## config.mk

```make
export PLATFORM = sky130hd
export DESIGN_NAME = pipeline_stall_ctrl
export DESIGN_NICKNAME = d
export VERILOG_FILES = /design/src/rtl/pipe_pkg.sv /design/src/rtl/sat_counter.sv /design/src/rtl/pipeline_stall_ctrl.sv
export SDC_FILE = /design/constraint.sdc
export NUM_CORES = 1
export LEC_CHECK = 0
export ABC_AREA = 1
export CORE_MARGIN = 3
export CORE_UTILIZATION = 48
export DETAILED_ROUTE_END_ITERATION = 6
export PLACE_DENSITY_LB_ADDON = 0.12
export SYNTH_ARGS = -nofsm -noshare
export SYNTH_HDL_FRONTEND = slang
export SYNTH_SLANG_ARGS = --single-unit
```

## constraint.sdc

```tcl
create_clock -name clock -period 3.35 [get_ports clock]
set_clock_uncertainty 0.05 [all_clocks]
set_input_delay 0.67 -clock clock [delete_from_list [all_inputs] [get_ports clock]]
set_output_delay 0.67 -clock clock [all_outputs]
set_load 0.005 [all_outputs]
```

## src/rtl/pipe_pkg.sv

```systemverilog
// Shared pipeline definitions: opcode/ALU-op fields, FSM state type and the mul/div decode helper.
package pipe_pkg;

    localparam logic [4:0] OP_RTYPE = 5'b00000;
    localparam logic [4:0] OP_ADDI  = 5'b00101;
    localparam logic [4:0] OP_SW    = 5'b00111;
    localparam logic [4:0] OP_LW    = 5'b01000;

    localparam logic [4:0] ALU_MUL  = 5'b00110;
    localparam logic [4:0] ALU_DIV  = 5'b00111;

    typedef enum logic {RUN, MD_WAIT} stall_state_t;

    function automatic logic is_multdiv(input logic [31:0] insn);
        return (insn[31:27] == OP_RTYPE) &&
               ((insn[6:2] == ALU_MUL) || (insn[6:2] == ALU_DIV));
    endfunction

endpackage

```

## src/rtl/sat_counter.sv

```systemverilog
// Saturating up-counter used for pipeline performance statistics.
module sat_counter #(
    parameter int unsigned CNT_W = 32
) (
    input  logic             clock,
    input  logic             reset,
    input  logic             inc,
    output logic [CNT_W-1:0] count
);

    always_ff @(posedge clock or posedge reset) begin
        if (reset) begin
            count <= '0;
        end else if (inc && !(&count)) begin
            count <= count + 1'b1;
        end
    end

endmodule

```

## src/rtl/pipeline_stall_ctrl.sv

```systemverilog
// Stall/flush controller: branch flush, load-use hazard bubbles and multi-cycle mul/div freeze.
module pipeline_stall_ctrl
    import pipe_pkg::*;
#(
    parameter int unsigned CNT_W = 32
) (
    input  logic             clock,
    input  logic             reset,
    input  logic             is_data_hazard,
    input  logic [31:0]      dx_insn,
    input  logic             branch_taken,
    input  logic             multdiv_ready,
    output logic             pc_en,
    output logic             fd_en,
    output logic             dx_en,
    output logic             xm_en,
    output logic             fd_flush,
    output logic             dx_bubble,
    output logic             xm_bubble,
    output logic             multdiv_start,
    output logic [CNT_W-1:0] stall_count
);

    stall_state_t state_q, state_d;
    logic         dx_is_md;

    assign dx_is_md = is_multdiv(dx_insn);

    always_ff @(posedge clock or posedge reset) begin
        if (reset) begin
            state_q <= RUN;
        end else begin
            state_q <= state_d;
        end
    end

    always_comb begin
        state_d       = state_q;
        pc_en         = 1'b0;
        fd_en         = 1'b0;
        dx_en         = 1'b0;
        xm_en         = 1'b0;
        fd_flush      = 1'b0;
        dx_bubble     = 1'b0;
        xm_bubble     = 1'b0;
        multdiv_start = 1'b0;
        if (!reset) begin
            pc_en = 1'b1;
            fd_en = 1'b1;
            dx_en = 1'b1;
            xm_en = 1'b1;
            unique case (state_q)
                RUN: begin
                    // A redirect squashes whatever is in F/D and D/X, so it outranks both stalls.
                    if (branch_taken) begin
                        fd_flush  = 1'b1;
                        dx_bubble = 1'b1;
                    end else if (dx_is_md) begin
                        multdiv_start = 1'b1;
                        pc_en         = 1'b0;
                        fd_en         = 1'b0;
                        dx_en         = 1'b0;
                        xm_bubble     = 1'b1;
                        state_d       = MD_WAIT;
                    end else if (is_data_hazard) begin
                        pc_en     = 1'b0;
                        fd_en     = 1'b0;
                        dx_bubble = 1'b1;
                    end
                end
                MD_WAIT: begin
                    if (!multdiv_ready) begin
                        pc_en     = 1'b0;
                        fd_en     = 1'b0;
                        dx_en     = 1'b0;
                        xm_bubble = 1'b1;
                    end else begin
                        // Release: X/M takes the result while the hazard check still applies up front.
                        if (is_data_hazard) begin
                            pc_en     = 1'b0;
                            fd_en     = 1'b0;
                            dx_bubble = 1'b1;
                        end
                        state_d = RUN;
                    end
                end
                default: state_d = RUN;
            endcase
        end
    end

    sat_counter #(
        .CNT_W(CNT_W)
    ) u_stall_counter (
        .clock(clock),
        .reset(reset),
        .inc  (!pc_en && !reset),
        .count(stall_count)
    );

endmodule

```

* Word level (Yosys, flattened, before mapping) *
Index checks and enable logic that the tools add are counted.

storage, ports and cells
  bits in registers = 33

cells by class
  add/sub/neg operators = 1
  equality and inequality tests = 2
  mux-type cells = 28
  bitwise operators = 1
  reductions and logical operators = 9

operator list
  operator                                                         number
  32-bit by 1-bit adder with 32-bit output, second input constant  1
  32-bit AND reduction                                             1
  1-bit two-way mux                                                24
  5-bit by 3-bit == test with 1-bit output, second input constant  2
  1-bit one-hot mux with 2 select lines                            4
  5-bit logical NOT                                                1
  1-bit logical AND                                                3
  1-bit logical NOT                                                3
  1-bit logical OR                                                 1
  1-bit NOT                                                        1

* Longest topological paths before layout *
  depth in word-level cells = 10
  depth in mapped cells = 11
  depth with buffers taken out = 10

* Modules after synthesis *
From an unflattened synthesis, not the netlist that was laid out.

second synthesis, totals
  cell total of the unflattened synthesis = 388
  area, all modules = 2409.8 um2

modules (own cells, without submodules)
  module               times used  cells each  area each (um2)  seq. area each (um2)
  sat_counter          1           351         2220.9           800.8
  pipeline_stall_ctrl  1           37          188.9            25.0

* Least setup slack after synthesis *
OpenSTA, ideal clock, no wires.

  kind = input -> output
  start = input reset
  end = output xm_bubble
  data arrival time = 2321 ps
  data required time = 2630 ps
  slack = 309 ps
  cell stages on the path = 4
  buffers on the path = 1
  cells stage by stage = clkinv_1 > clkbuf_1 > nand2_1 > inv_1

on the way
  word-level cells in the longest chain between the ends = 1

ends and longest elaborated chain
  element            line                       text
  start, declared    pipeline_stall_ctrl.sv:8   input logic reset,
  1-bit two-way mux  pipeline_stall_ctrl.sv:47  if (!reset) begin
  end, declared      pipeline_stall_ctrl.sv:19  output logic xm_bubble,

Every way passes these cells.

* Worst setup path in the final report *
  start = input dx_insn[3]
  end = output xm_bubble

on the way
  word-level cells in the longest chain between the ends = 7
  elaborated cells between the ends (all ways) = 8
  classes of those cells = eq/ne (2); mux (4); reduce/logical (2)

ends and longest elaborated chain
  element                                    line                       text
  start, declared                            pipeline_stall_ctrl.sv:10  input logic [31:0] dx_insn,
  5-bit by 3-bit == test with 1-bit output   pipe_pkg.sv:16             ((insn[6:2] == ALU_MUL) || (insn[6:2] == ALU_DIV));
  1-bit logical OR (*)                       pipe_pkg.sv:16
  1-bit logical AND (*)                      pipe_pkg.sv:15             return (insn[31:27] == OP_RTYPE) &&
  1-bit two-way mux (*)                      pipeline_stall_ctrl.sv:58  end else if (dx_is_md) begin
  1-bit two-way mux (*)                      pipeline_stall_ctrl.sv:55  if (branch_taken) begin
  1-bit one-hot mux with 2 select lines (*)  pipeline_stall_ctrl.sv:52  unique case (state_q)
  1-bit two-way mux (*)                      pipeline_stall_ctrl.sv:47

Mark *: on every way between the ends. The rest lies on a longest branch, timed or not.

==> tab_implementation.tex <==
\begin{tabular}{lr}
\hline
Metric & Value \\
\hline
\multicolumn{2}{l}{\textbf{Cells and area}} \\
Area of all placed cells without fillers & 3190 sq um \\
Share of post-route cells with drive strength above 1 & 9.58\% \\
Nets & between 400 and 500 \\
Filler cell count in the final layout & 480 \\
Core Util, Final & about two thirds \\
Synthesis-to-layout area growth & 26.7\% \\
Antenna diode count & 0 \\
Most common cell after layout, fill and taps aside & sky130\_fd\_sc\_hd\_\_nand2\_1 \\
Number of non-filler instances in the completed layout & 516 \\
Most frequent cells in the layout & sky130\_fd\_sc\_hd\_\_nand2\_1 (186), sky130\_fd\_sc\_hd\_\_clkdlybuf4s50\_1 (53), sky130\_fd\_sc\_hd\_\_nor2\_1 (51), sky130\_fd\_sc\_hd\_\_dfrtp\_1 (33), sky130\_fd\_sc\_hd\_\_inv\_1 (26) \\
\multicolumn{2}{l}{\textbf{Route}} \\
DRC violations left & 0 \\
Final Routed Wirelength & 6660 um \\
WL/cell & 12.9 um \\
Detailed-route via count & 2609 \\
Ratio of routed vias to standard cells & 5.06 \\
Initial drt markers & 118 \\
Pre-antenna DRT Iters & 4 \\
Number of routed nets with antenna violations & 0 \\
\multicolumn{2}{l}{\textbf{Pwr}} \\
Combinational share of power & 17.5\% \\
Net Sw Power & about 0.27 mW \\
Power density normalized to cell area & 301 nW/um\^{}2 \\
Part of the total power dissipated in sequential elements & 47.7\% \\
Max rail drop VDD & 196 uV \\
Fraction of power consumed by the clock network & 34.8\% \\
Internal power & 0.693 mW \\
Switch share & 27.9\% \\
Leakage power summed over all cells & 1.49 nW \\
\multicolumn{2}{l}{\textbf{Setup path}} \\
Reg2reg end & u\_stall\_counter.count[30] \\
Peak fanout along the critical path & 3 \\
Kind of cell with the highest combined delay on the critical path & buffers and inverters \\
Reg-to-reg startpoint & u\_stall\_counter.count[0] \\
Category of the critical setup timing path & input port to primary output \\
Slowest cell on the critical path & sky130\_fd\_sc\_hd\_\_clkdlybuf4s50\_1 \\
Count of buffering cells on the critical path with inverters included & 3 \\
Crit. End Element & primary output \\
Cell breakdown of the critical path & clkdlybuf4s50\_1 -> nand2\_1 -> nor2\_1 -> nand3\_1 -> nand3b\_1 -> nand2\_1 -> nand2\_1 -> inv\_1 -> clkdlybuf4s50\_1 \\
Worst setup SP type & input port \\
Cell occurring most often along the worst timing path & sky130\_fd\_sc\_hd\_\_nand2\_1 \\
Crit-path max cell delay & between 0.4 and 0.5 ns \\
Worst setup slack for register-to-register paths & 1.15 ns \\
R2R cell count & 10 \\
CP Data Arrival Time & 2.35 ns \\
Required time at the worst-slack endpoint & 2.63 ns \\
\multicolumn{2}{l}{\textbf{STA}} \\
Worst-margin pin slew & 0.548 ns \\
RSZ-0062 raised after global routing & false \\
Rel. slew slack & a little under two thirds \\
Number of hold violations in the final report & 0 \\
Setup ws final & $\sim$0.28 ns \\
Total setup violations reported at the end of the flow & 0 \\
Total negative slack for setup checks & 0 ns \\
Clock period minus final worst setup slack & 3.07 ns \\
Fin crit share & 91.8\% \\
Max-slew violation count & 0 \\
Highest Clock Rate & $\sim$330 MHz \\
\multicolumn{2}{l}{\textbf{Global route}} \\
Global-route track usage on met3 & $\sim$3.7\% \\
First-pass GRT wire length & 11800 um \\
Antenna violations before repair & 0 \\
M2 GR Usage & 39.0\% \\
Pin count of the biggest net entering global routing & 33 \\
Remaining Overflow, GRT & 0 \\
Via count of the first global-routing pass & 2570 \\
Global-route met1 utilization & 32.9\% \\
Most heavily used metal layer in global routing & met2 \\
Total GRT Usage & 23.8\% \\
\multicolumn{2}{l}{\textbf{Worst hold path}} \\
Worst min-delay path class & register to register \\
Min-delay src & state\_q \\
End point of the worst hold path & state\_q \\
Number of cells on the worst hold path & 2 \\
\multicolumn{2}{l}{\textbf{CTS}} \\
Latest clock arrival within the worst-skew pair & 0.29 ns \\
Post-CTS setup buffers & 0 \\
Quantity of hold-fixing buffers added after cts & 0 \\
Number of buffers added by the clock tree synthesis step & 5 \\
Reg clk slew, reported paths & 0.07 ns \\
Clk buf depth & 2 \\
Root buffer cell & sky130\_fd\_sc\_hd\_\_clkbuf\_8 \\
Clk sink count & 33 \\
CTS tree & yes \\
Count of H-tree levels built during CTS & 2 \\
Post-CTS sizing & 0 \\
\multicolumn{2}{l}{\textbf{Logic synthesis}} \\
Total standard cell area after synthesis & 2520 sq um \\
Fraction of the yosys area taken by sequential cells & 32.8\% \\
Synthesized Nets & about 430 \\
FF+latch count, synth & 33 \\
Most area-hungry cell type in the Yosys netlist & sky130\_fd\_sc\_hd\_\_dfrtp\_1 \\
Largest cells by area after synthesis & sky130\_fd\_sc\_hd\_\_dfrtp\_1 (33\%), sky130\_fd\_sc\_hd\_\_nand2\_1 (28\%), sky130\_fd\_sc\_hd\_\_nor2\_1 (7.6\%) \\
Yosys warnings & 0 \\
Avg Cell Area, Syn & $\sim$6.4 sq um \\
Area share of the leading cell type in the synthesized netlist & 32.8\% \\
Post-synthesis cell count & 393 \\
Library cells used by synthesis & 24 \\
\multicolumn{2}{l}{\textbf{Floorplan}} \\
Number of top-level pins & 77 \\
Die boundary width & around 80 um \\
Die height & a little under 80 um \\
Initial Util & a little over 50\% \\
Area of the core & approximately 5000 sq um \\
Die area & just over 6000 sq um \\
Num rows & 25 \\
\multicolumn{2}{l}{\textbf{Place}} \\
Placed inst area & 3090 sq um \\
Sum of net half-perimeters after detailed placement & slightly above 5000 um \\
Worst slack after detailed placement & 0.264 ns \\
Placed instance count & 508 \\
Input/output buffers & 53 \\
Final weighted congestion of routability-driven global placement & slightly above 0.9 \\
\multicolumn{2}{l}{\textbf{Flow run}} \\
Max Cap Violations & 0 \\
\multicolumn{2}{l}{\textbf{Run status}} \\
Outcome & finished, final reports clean \\
\hline
\end{tabular}
## sequential cells by signal, indices dropped and copies added, names as in the netlist
| signal | cells |
|---|---|
| state_q | 1 |
| u_stall_counter.count | 32 |
## cell families (layout without fill, tap and decap cells)
logic type | after synthesis | count (layout) | synth area share, %
adders and majority gates | 1 | 1 | 0.496
DFF | 33 | 33 | 32.8
AOI/OAI and AO/OA | 1 | 1 | 0.347
xor gates and xnor gates | 11 | 11 | 3.82
and+or+nand+nor | 310 | 310 | 55.6
buffers and inverters | 37 | 93 | 7.00
## through the flow
stage,hold WS (ns),total power [mW]
2_1_floorplan,0.453,0.547
3_3_place_gp,0.487,0.628
3_5_place_dp,0.490,0.635
4_1_cts,0.505,0.969
5_1_grt,0.549,1.01
6_report,0.498,0.960
## how the worst max path moves through the flow
stage / to / slack, ns / start / depth (start not counted)
4_1_cts: xm_bubble / 0.26 / dx_insn[3] / 9
3_5_place_dp: xm_bubble / 0.26 / dx_insn[3] / 9
3_3_place_gp: xm_bubble / 0.28 / dx_insn[3] / 9
5_1_grt: xm_bubble / 0.13 / dx_insn[3] / 9
2_1_floorplan: xm_bubble / 0.31 / reset / 4
6_report: xm_bubble / 0.28 / dx_insn[3] / 9
## tightest hold or removal path, cell delays in order (launching register included)
cell and delay [ns]:
sky130_fd_sc_hd__dfrtp_1 0.40, sky130_fd_sc_hd__nand2_1 0.06, sky130_fd_sc_hd__nand2_1 0.06
## power by group through the flow
stage / Combinational, mW / Sequential, mW / Clock (mW)
final: 0.168 / 0.458 / 0.334
after global routing: 0.187 / 0.462 / 0.358
after CTS: 0.171 / 0.458 / 0.341
after detailed placement: 0.170 / 0.465 / 0
after global placement: 0.165 / 0.463 / 0
after floorplan: 0.0880 / 0.459 / 0
## cell usage after synthesis (all sizes together)
cell	n
or2	1
nor2	62
inv	27
nand4	20
nand2	201
dfrtp	33
clkbuf	1
clkinv	2
xor2	9
ha	1
nand3b	14
xnor2	2
nand3	12
buf	7
a21oi	1
## routing by layer
layer / share of wire [%] / vias to the layer above / wire length [um]
li1: - / 1339 / -
met1: 48 / 1188 / 3210
met2: 45 / 75 / 3030
met3: 5.0 / 7 / 336
met4: 1.2 / 0 / 80
met5: 0 / - / 0
## cell type report
type | count | area [sq um] | area share (%)
multi-input cells | 323 | 1520 | 47.6
flip-flops and latches | 33 | 826 | 25.9
repair buffers | 56 | 553 | 17.3
inverters | 29 | 110 | 3.45
clock buffers | 7 | 96.3 | 3.02
well taps | 67 | 83.8 | 2.63
clock inverters | 1 | 5.00 | 0.157
(Power assumes the default switching activity.)
